**config.mk**
```make
export PLATFORM = sky130hd
export DESIGN_NAME = score_bcd_counter
export DESIGN_NICKNAME = d
export VERILOG_FILES = /design/src/rtl/score_bcd_counter.sv
export SDC_FILE = /design/constraint.sdc
export NUM_CORES = 1
export LEC_CHECK = 0
export ABC_CLOCK_PERIOD_IN_PS = 3600
export BUFFER_PORTS_ARGS = -buffer_cell sky130_fd_sc_hd__buf_2
export CAP_MARGIN = 40
export CORE_MARGIN = 4
export CORE_UTILIZATION = 40
export DETAILED_ROUTE_END_ITERATION = 10
export HOLD_SLACK_MARGIN = 0.05
export PLACE_DENSITY_LB_ADDON = 0.12
export SLEW_MARGIN = 15
export SYNTH_ARGS = -nofsm -noshare
export SYNTH_HDL_FRONTEND = slang
export SYNTH_SLANG_ARGS = --single-unit
```
**constraint.sdc**
```tcl
create_clock -name CLK100MHZ -period 3.6 [get_ports CLK100MHZ]
set_input_delay 0.72 -clock CLK100MHZ [delete_from_list [all_inputs] [get_ports CLK100MHZ]]
set_output_delay 0.72 -clock CLK100MHZ [all_outputs]
set_load 0.02 [all_outputs]
```
**src/rtl/score_bcd_counter.sv**
```systemverilog
// Four-digit packed-BCD score counter with saturation, high-score tracking and a
// one-entry pending slot so add requests arriving mid-sequence are not lost.
`timescale 1ns/1ps

module score_bcd_counter #(
    parameter logic [15:0] SAT_VALUE = 16'h9999
) (
    input  logic        CLK100MHZ,
    input  logic        rst_n,
    input  logic        clear,
    input  logic        add_pulse,
    input  logic [3:0]  add_value,
    output logic [15:0] score,
    output logic [15:0] high_score,
    output logic        busy,
    output logic        saturated,
    output logic        drop_err
);

    // IDLE: waiting | ADD0..ADD3: ripple one digit per cycle | COMMIT: write score
    typedef enum logic [2:0] {IDLE, ADD0, ADD1, ADD2, ADD3, COMMIT} state_t;

    state_t      state;
    logic        start;
    logic [3:0]  addend;
    logic [15:0] work;
    logic        carry;
    logic        pend_valid;
    logic [3:0]  pend_value;

    logic [3:0]  clamped;
    logic        occupied;
    logic [1:0]  digit_idx;
    logic [3:0]  digit_in;
    logic [4:0]  digit_sum;
    logic [4:0]  digit_adj;
    logic        digit_carry;
    logic [15:0] commit_value;

    assign clamped  = (add_value > 4'd9) ? 4'd9 : add_value;
    // start and an unconsumed slot both mean a sequence is already claimed
    assign occupied = busy || start || pend_valid;

    always_comb begin
        digit_idx = 2'd0;
        case (state)
            ADD1:    digit_idx = 2'd1;
            ADD2:    digit_idx = 2'd2;
            ADD3:    digit_idx = 2'd3;
            default: digit_idx = 2'd0;
        endcase
        digit_in     = work[{digit_idx, 2'b00} +: 4];
        digit_sum    = {1'b0, digit_in} + {4'd0, carry}
                     + ((state == ADD0) ? {1'b0, addend} : 5'd0);
        digit_carry  = (digit_sum > 5'd9);
        digit_adj    = digit_sum - 5'd10;
        commit_value = (carry || saturated) ? SAT_VALUE : work;
    end

    always_ff @(posedge CLK100MHZ) begin
        if (!rst_n) begin
            state      <= IDLE;
            start      <= 1'b0;
            addend     <= 4'd0;
            work       <= 16'd0;
            carry      <= 1'b0;
            pend_valid <= 1'b0;
            pend_value <= 4'd0;
            score      <= 16'd0;
            high_score <= 16'd0;
            busy       <= 1'b0;
            saturated  <= 1'b0;
            drop_err   <= 1'b0;
        end else if (clear) begin
            state      <= IDLE;
            start      <= 1'b0;
            carry      <= 1'b0;
            pend_valid <= 1'b0;
            score      <= 16'd0;
            busy       <= 1'b0;
            saturated  <= 1'b0;
            drop_err   <= 1'b0;
        end else begin
            if (add_pulse && occupied) begin
                if (!pend_valid) begin
                    pend_valid <= 1'b1;
                    pend_value <= clamped;
                end else begin
                    drop_err <= 1'b1;
                end
            end

            case (state)
                IDLE: begin
                    if (start) begin
                        start <= 1'b0;
                        state <= ADD0;
                        busy  <= 1'b1;
                        work  <= score;
                        carry <= 1'b0;
                    end else if (pend_valid) begin
                        pend_valid <= 1'b0;
                        addend     <= pend_value;
                        state      <= ADD0;
                        busy       <= 1'b1;
                        work       <= score;
                        carry      <= 1'b0;
                    end else if (add_pulse) begin
                        start  <= 1'b1;
                        addend <= clamped;
                    end
                end
                ADD0, ADD1, ADD2, ADD3: begin
                    work[{digit_idx, 2'b00} +: 4] <= digit_carry ? digit_adj[3:0] : digit_sum[3:0];
                    carry <= digit_carry;
                    case (state)
                        ADD0:    state <= ADD1;
                        ADD1:    state <= ADD2;
                        ADD2:    state <= ADD3;
                        default: state <= COMMIT;
                    endcase
                end
                COMMIT: begin
                    score <= commit_value;
                    if (commit_value > high_score) high_score <= commit_value;
                    if (carry) saturated <= 1'b1;
                    if (pend_valid) begin
                        // chain straight into the next add using the value being committed
                        pend_valid <= 1'b0;
                        addend     <= pend_value;
                        work       <= commit_value;
                        carry      <= 1'b0;
                        state      <= ADD0;
                    end else begin
                        state <= IDLE;
                        busy  <= 1'b0;
                    end
                end
                default: begin
                    state <= IDLE;
                    busy  <= 1'b0;
                end
            endcase
        end
    end

endmodule

```
== After elaboration in Yosys (flattened, before gate mapping) ==
Cells that the tools add are included.

* Register bits after elaboration: 65
* Bits of input ports: 8
* Word-level logic and storage cells: 86

* $add $sub $neg: 4
* Order comparisons: 3
* Eq/ne operators: 10
* Shift operators: 3
* Mux-type cells: 34
* Bitwise operators: 4
* Reductions and logical operators: 16

{| class="wikitable"
|+ Operator list
! operator !! number
|-
| $mux W16 || 4
|-
| $pmux W16 S3 || 1
|-
| $mux W4 || 7
|-
| $pmux W3 S3 || 2
|-
| $bwmux W16 || 1
|-
| $gt A16 B16 Y1 || 1
|-
| $shift A4 B6 Y16 const A || 1
|-
| $shiftx A16 B5 Y4 || 1
|-
| $shiftx A4 B6 Y16 || 1
|-
| $mux W1 || 12
|-
| $reduce_and A3 Y1 || 3
|-
| $pmux W4 S2 || 1
|-
| $eq A3 B2 Y1 const B || 2
|-
| $eq A3 B3 Y1 const B || 2
|-
| $mux W3 || 2
|-
| $ne A2 B2 Y1 const B || 3
|-
| $ne A3 B3 Y1 const B || 2
|-
| $neg A4 Y6 || 1
|-
| $pmux W1 S3 || 2
|-
| $pmux W2 S3 || 1
|-
| $add A4 B1 Y5 || 1
|-
| $add A5 B4 Y5 || 1
|-
| $gt A5 B4 Y1 const B || 1
|-
| $reduce_and A5 Y1 || 1
|-
| 14 further kinds || 20
|}

== Longest topological paths before layout ==
* Depth in word-level cells: 10
* Mapped depth: 17

== Least setup slack after synthesis ==
OpenSTA, ideal clock, no wires.

* Path kind: reg-to-reg
* Start point: reg state[2]
* End point: reg work[10]
* Library setup time: 0.059 ns
* Arrival: 3.794 ns
* Required time: 3.541 ns
* Setup slack: -0.253 ns
* Stages on the path, launching flop included: 18
* Path through: dfxtp_1 > buf_4 > nand2b_1 > a21oi_1 > inv_2 > clkbuf_1 > nand2_1 > and3_1 > a31oi_1 > fa_1 > fa_1 > xnor2_1 > ha_1 > a22o_1 > o31ai_2 > mux2_2 > nor3_1 > o31a_1

* Cells in the longest elaborated chain, start to end: 10

{| class="wikitable"
|+ Ends and longest elaborated chain
! item !! RTL line !! source
|-
| from (decl) || 23 || <nowiki>state_t state;</nowiki>
|-
| from (signal assigned) || 62 || <nowiki>state <= IDLE;</nowiki>
|-
| from (signal assigned) || 75 || <nowiki>state <= IDLE;</nowiki>
|-
| from (signal assigned) || 97 || <nowiki>state <= ADD0;</nowiki>
|-
| $eq A3 B3 Y1 / $eq A3 B2 Y1 (equally long branches) || 46, 93 ||
|-
| $pmux W2 S3 || 46 || <nowiki>case (state)</nowiki>
|-
| $shiftx A16 B5 Y4 || 52 || <nowiki>digit_in = work[{digit_idx, 2'b00} +: 4];</nowiki>
|-
| $add A4 B1 Y5 || 53 || <nowiki>digit_sum = {1'b0, digit_in} + {4'd0, carry}</nowiki>
|-
| $add A5 B4 Y5 || 54 || <nowiki>+ ((state == ADD0) ? {1'b0, addend} : 5'd0);</nowiki>
|-
| $sub A4 B4 Y4 / $gt A5 B4 Y1 (equally long branches) || 56, 55 ||
|-
| $mux W4 || 114 || <nowiki>work[{digit_idx, 2'b00} +: 4] <= digit_carry ? digit_adj[3:0] : digit_sum[3:0];</nowiki>
|-
| $shiftx A4 B6 Y16 || 114 ||
|-
| $bwmux W16 || 114 ||
|-
| $pmux W16 S3 || 93 || <nowiki>case (state)</nowiki>
|-
| to (signal assigned) || 99 || <nowiki>work <= score;</nowiki>
|-
| to (signal assigned) || 106 || <nowiki>work <= score;</nowiki>
|-
| to (signal, indexed assignment) || 114 ||
|-
| to (decl) || 26 || <nowiki>logic [15:0] work;</nowiki>
|}

Parallel ways exist; a longest one is shown, timed or not.
A chain may end at the register's enable or synchronous reset.

== Worst setup path in the final report ==
Same ends and word-level chain as after synthesis.

==> results.json <==
{
  "status": "finished, final reports clean",
  "root_buffer": "sky130_fd_sc_hd__clkbuf_8",
  "placement.io_buffers": 42,
  "timing.slew.headroom": 0.477,
  "worst-path-buf-inv": 2,
  "clkLatencyLatePin_ps": 360,
  "synth_top_cells_by_area": "sky130_fd_sc_hd__dfxtp_1 (32%), sky130_fd_sc_hd__ha_1 (7.6%), sky130_fd_sc_hd__nand2_1 (6.6%), sky130_fd_sc_hd__a21oi_1 (4.9%), sky130_fd_sc_hd__nor2_1 (4.7%)",
  "finalWirelength_um": 12700,
  "met1_length_um": 5800,
  "antenna_cells": 0,
  "numnets_final": 608,
  "preCtsSetupSlack_ps": -13.9,
  "timing.final.max_slew_violations": 0,
  "grt_start_max_net_pins": 26,
  "final_design_area_no_fill_sq_um": 4830,
  "swShare": 0.263,
  "final_hold_viol_count": 0,
  "synth.yosys.warnings": 0,
  "yosysSeqAreaShare": 0.316,
  "gr-usage-all-layers": 0.229,
  "filler_cell_count": 1010,
  "boundaryPins": 43,
  "clkTransAtPathRegs_ps": 70,
  "most-common-layout-cells": "sky130_fd_sc_hd__nand2_1 (72), sky130_fd_sc_hd__dfxtp_1 (63), sky130_fd_sc_hd__nor2_1 (51), sky130_fd_sc_hd__buf_2 (42), sky130_fd_sc_hd__a21oi_1 (39)",
  "yosys.cell_types.count": 62,
  "dpl-instance-area_sq_um": 4570,
  "first_pass_grt_wire_length_um": 21100,
  "share_of_flip_flops_with_an_asynchronous_set_or_reset": 0,
  "gp_routability_congestion": 0.897,
  "required_ps": 3910,
  "power_frac_seq": 0.453,
  "met3WireLength_um": 883,
  "chipHeight_um": 110,
  "vdd_ir_drop_max_mv": 0.184,
  "htree_levels": 3,
  "cts.sinks": 65,
  "power_uw": 1640,
  "timing.max_cap.violations": 0,
  "finClkSkew_ps": 8.85,
  "synth-edff-count": 0,
  "area_growth_pct": 17.2,
  "tritoncts.num_buffers": 9,
  "post-place-cells": 695,
  "num_vias": 4018,
  "globalRouteOverflowTotal": 0,
  "power.density_cell_area_nw_per_um2": 339,
  "wl_per_cell_um": 17.9,
  "worst_path_dominant_cell_family": "adder cells",
  "power_report.internal_total_uw": 1210,
  "worst-setup-path-type": "reg2reg",
  "total_leakage_power_uw": 0.00195,
  "detail-route-antenna-nets": 0,
  "grt_pass1_vias": 3968,
  "finalSetupViolCount": 0,
  "detail_route.iter0.violations": 249,
  "dieArea_sq_um": 12000,
  "synthesis.area_sq_um": 4120,
  "cpPeakStageDelay_ps": 560,
  "initial_utilization": 0.416,
  "buffer_levels_on_the_longest_clock_path": 2,
  "worst_path_most_repeated_cell": "sky130_fd_sc_hd__fa_2",
  "crit_slowest_cell": "sky130_fd_sc_hd__fa_2",
  "cp_cell_sequence": "nand2b_1 -> a21oi_2 -> buf_4 -> nand2_1 -> and3_1 -> a31oi_1 -> fa_2 -> fa_2 -> inv_1 -> ha_2 -> a22o_4 -> o31ai_4 -> mux2_4 -> nor3_2 -> o31a_1",
  "cts_tree": "done",
  "layout-drive-gt1-share": 0.194,
  "yosys.area.top_type": "sky130_fd_sc_hd__dfxtp_1",
  "syn_nets": 563,
  "hp-class": "reg2reg",
  "power.clock.fraction": 0.424,
  "cp-end-kind": "register",
  "met2RoutedLength_um": 5780,
  "yosys.area.top_type_share": 0.316,
  "floorplan.rows": 36,
  "syn-instance-count": 528,
  "yosys_register_bits": 65,
  "max_freq_ghz": 0.289,
  "vias_per_cell": 5.66,
  "synth_area_per_cell_sq_um": 7.81,
  "fin_crit_sh": 0.962,
  "switchingPower_uw": 430,
  "timing.critical_path.arrival_ps": 3770,
  "synth_flop_cell": "sky130_fd_sc_hd__dfxtp_1",
  "combPwrFrac": 0.123,
  "top_signal_layer_used": "met4",
  "grt_antenna_before_repair": 0,
  "critPathMaxFanout": 11,
  "drtPass1Iterations": 5,
  "detail_route.drc_violations": 0,
  "layout_min_cycle_time_ps": 3460,
  "half_perimeter_wire_length_after_placement_um": 9680,
  "fp.dieW_um": 110,
  "startpoint_type": "register",
  "final_common_cell": "sky130_fd_sc_hd__nand2_1",
  "core_area_sq_um": 9910,
  "finalNonFillerCells": 710,
  "post-route-worst-setup-slack_ps": 136,
  "worstMarginPinSlew_ps": 779
}
==> worst paths after layout <==
| check | start | endpoint | slack, ps | depth (start not counted) |
|---|---|---|---|---|
| max | state[2] | work[10] | 140 | 15 |
| min | high_score[15] | high_score[15] | 470 | 2 |
| max reg2reg | state[2] | work[10] | 140 | 15 |
| min reg2reg | high_score[15] | high_score[15] | 470 | 2 |
==> registers in the layout (all words and copies together), names as in the netlist, 3 cells and up <==
signal      cells
work           16
state           3
high_score     16
score          16
addend          4
pend_value      4
==> synth_stat cells (3+ instances only) <==
| master | number |
|---|---|
| sky130_fd_sc_hd__and3_1 | 12 |
| sky130_fd_sc_hd__nor2b_1 | 14 |
| sky130_fd_sc_hd__o221ai_2 | 7 |
| sky130_fd_sc_hd__a211oi_1 | 5 |
| sky130_fd_sc_hd__nor2_1 | 52 |
| sky130_fd_sc_hd__inv_1 | 34 |
| sky130_fd_sc_hd__ha_1 | 25 |
| sky130_fd_sc_hd__o21ai_1 | 4 |
| sky130_fd_sc_hd__nor3_1 | 13 |
| sky130_fd_sc_hd__nand2_1 | 72 |
| sky130_fd_sc_hd__a21oi_1 | 40 |
| sky130_fd_sc_hd__nand3_1 | 3 |
| sky130_fd_sc_hd__or3_1 | 8 |
| sky130_fd_sc_hd__nor4_1 | 3 |
| sky130_fd_sc_hd__nand2b_1 | 9 |
| sky130_fd_sc_hd__dfxtp_1 | 65 |
| sky130_fd_sc_hd__a31oi_1 | 11 |
| sky130_fd_sc_hd__o22ai_1 | 4 |
| sky130_fd_sc_hd__buf_4 | 3 |
| sky130_fd_sc_hd__nand4_1 | 11 |
| sky130_fd_sc_hd__o32ai_1 | 3 |
| sky130_fd_sc_hd__a311oi_1 | 4 |
| sky130_fd_sc_hd__mux2i_1 | 15 |
| sky130_fd_sc_hd__buf_2 | 4 |
| sky130_fd_sc_hd__a21o_1 | 4 |
| sky130_fd_sc_hd__o21ai_0 | 25 |
| sky130_fd_sc_hd__o221ai_1 | 7 |
| sky130_fd_sc_hd__nor4b_1 | 5 |
| sky130_fd_sc_hd__o21a_1 | 3 |
| sky130_fd_sc_hd__clkbuf_1 | 22 |
==> power groups by stage <==
stage	Clock, uW	Combinational [uW]	Sequential [uW]
after CTS	706	196	741
after detailed placement	0	195	758
after floorplan	0	133	754
final	694	201	741
after global routing	742	223	743
after global placement	0	194	758
==> timing repair <==
item                                    4_1_cts  5_1_grt
hold endpoints to repair                      0        0
gates resized for setup                       2       11
hold buffers                                  0        0
pin swaps                                     0        2
endpoints found under the setup margin        1       10
buffers inserted                              0        0
==> per-stage QoR <==
stage                util  hold WS [ps]  TNS [ps]
CTS                 0.483           478         0
global route        0.488           500     -22.0
floorplan               -           452         0
global placement    0.461           449         0
detailed placement  0.461           461     -13.9
finish              0.488           473         0
==> final cells by class <==
| type | instances | area, sq um | share of cell area |
|---|---|---|---|
| Multi-Input combinational cell | 398 | 2640 | 0.547 |
| Sequential cell | 65 | 1310 | 0.270 |
| Timing Repair Buffer | 64 | 375 | 0.0777 |
| Tap cell | 133 | 166 | 0.0344 |
| Clock buffer | 12 | 145 | 0.0300 |
| Inverter | 35 | 131 | 0.0272 |
| Clock inverter | 3 | 65.1 | 0.0135 |
==> layer usage <==
layer  track usage  up-vias
met2         0.361      147
met3        0.0587       23
met1         0.307     1866
met4        0.0712        0
li1              -     1982
met5             0        -
==> logic make-up (layout without fill, tap and decap cells) <==
family | after synthesis | in the layout | share of synthesized area
and+or+nand+nor | 216 | 216 | 0.263
buffers and inverters | 65 | 114 | 0.0631
AOI/OAI and AO/OA | 137 | 137 | 0.229
xor gates and xnor gates | 2 | 2 | 0.00425
muxes | 16 | 16 | 0.0391
adders and majority gates | 27 | 27 | 0.0856
DFF | 65 | 65 | 0.316
==> worst register-to-register path, cell delays in order, from the launching register on <==
cell and delay (ps):
sky130_fd_sc_hd__dfxtp_4 390, sky130_fd_sc_hd__nand2b_1 130, sky130_fd_sc_hd__a21oi_2 70, sky130_fd_sc_hd__buf_4 170, sky130_fd_sc_hd__nand2_1 70, sky130_fd_sc_hd__and3_1 140, sky130_fd_sc_hd__a31oi_1 50, sky130_fd_sc_hd__fa_2 370
sky130_fd_sc_hd__fa_2 560, sky130_fd_sc_hd__inv_1 50, sky130_fd_sc_hd__ha_2 200, sky130_fd_sc_hd__a22o_4 270, sky130_fd_sc_hd__o31ai_4 260, sky130_fd_sc_hd__mux2_4 360, sky130_fd_sc_hd__nor3_2 180, sky130_fd_sc_hd__o31a_1 140
(Power assumes the default switching activity.)
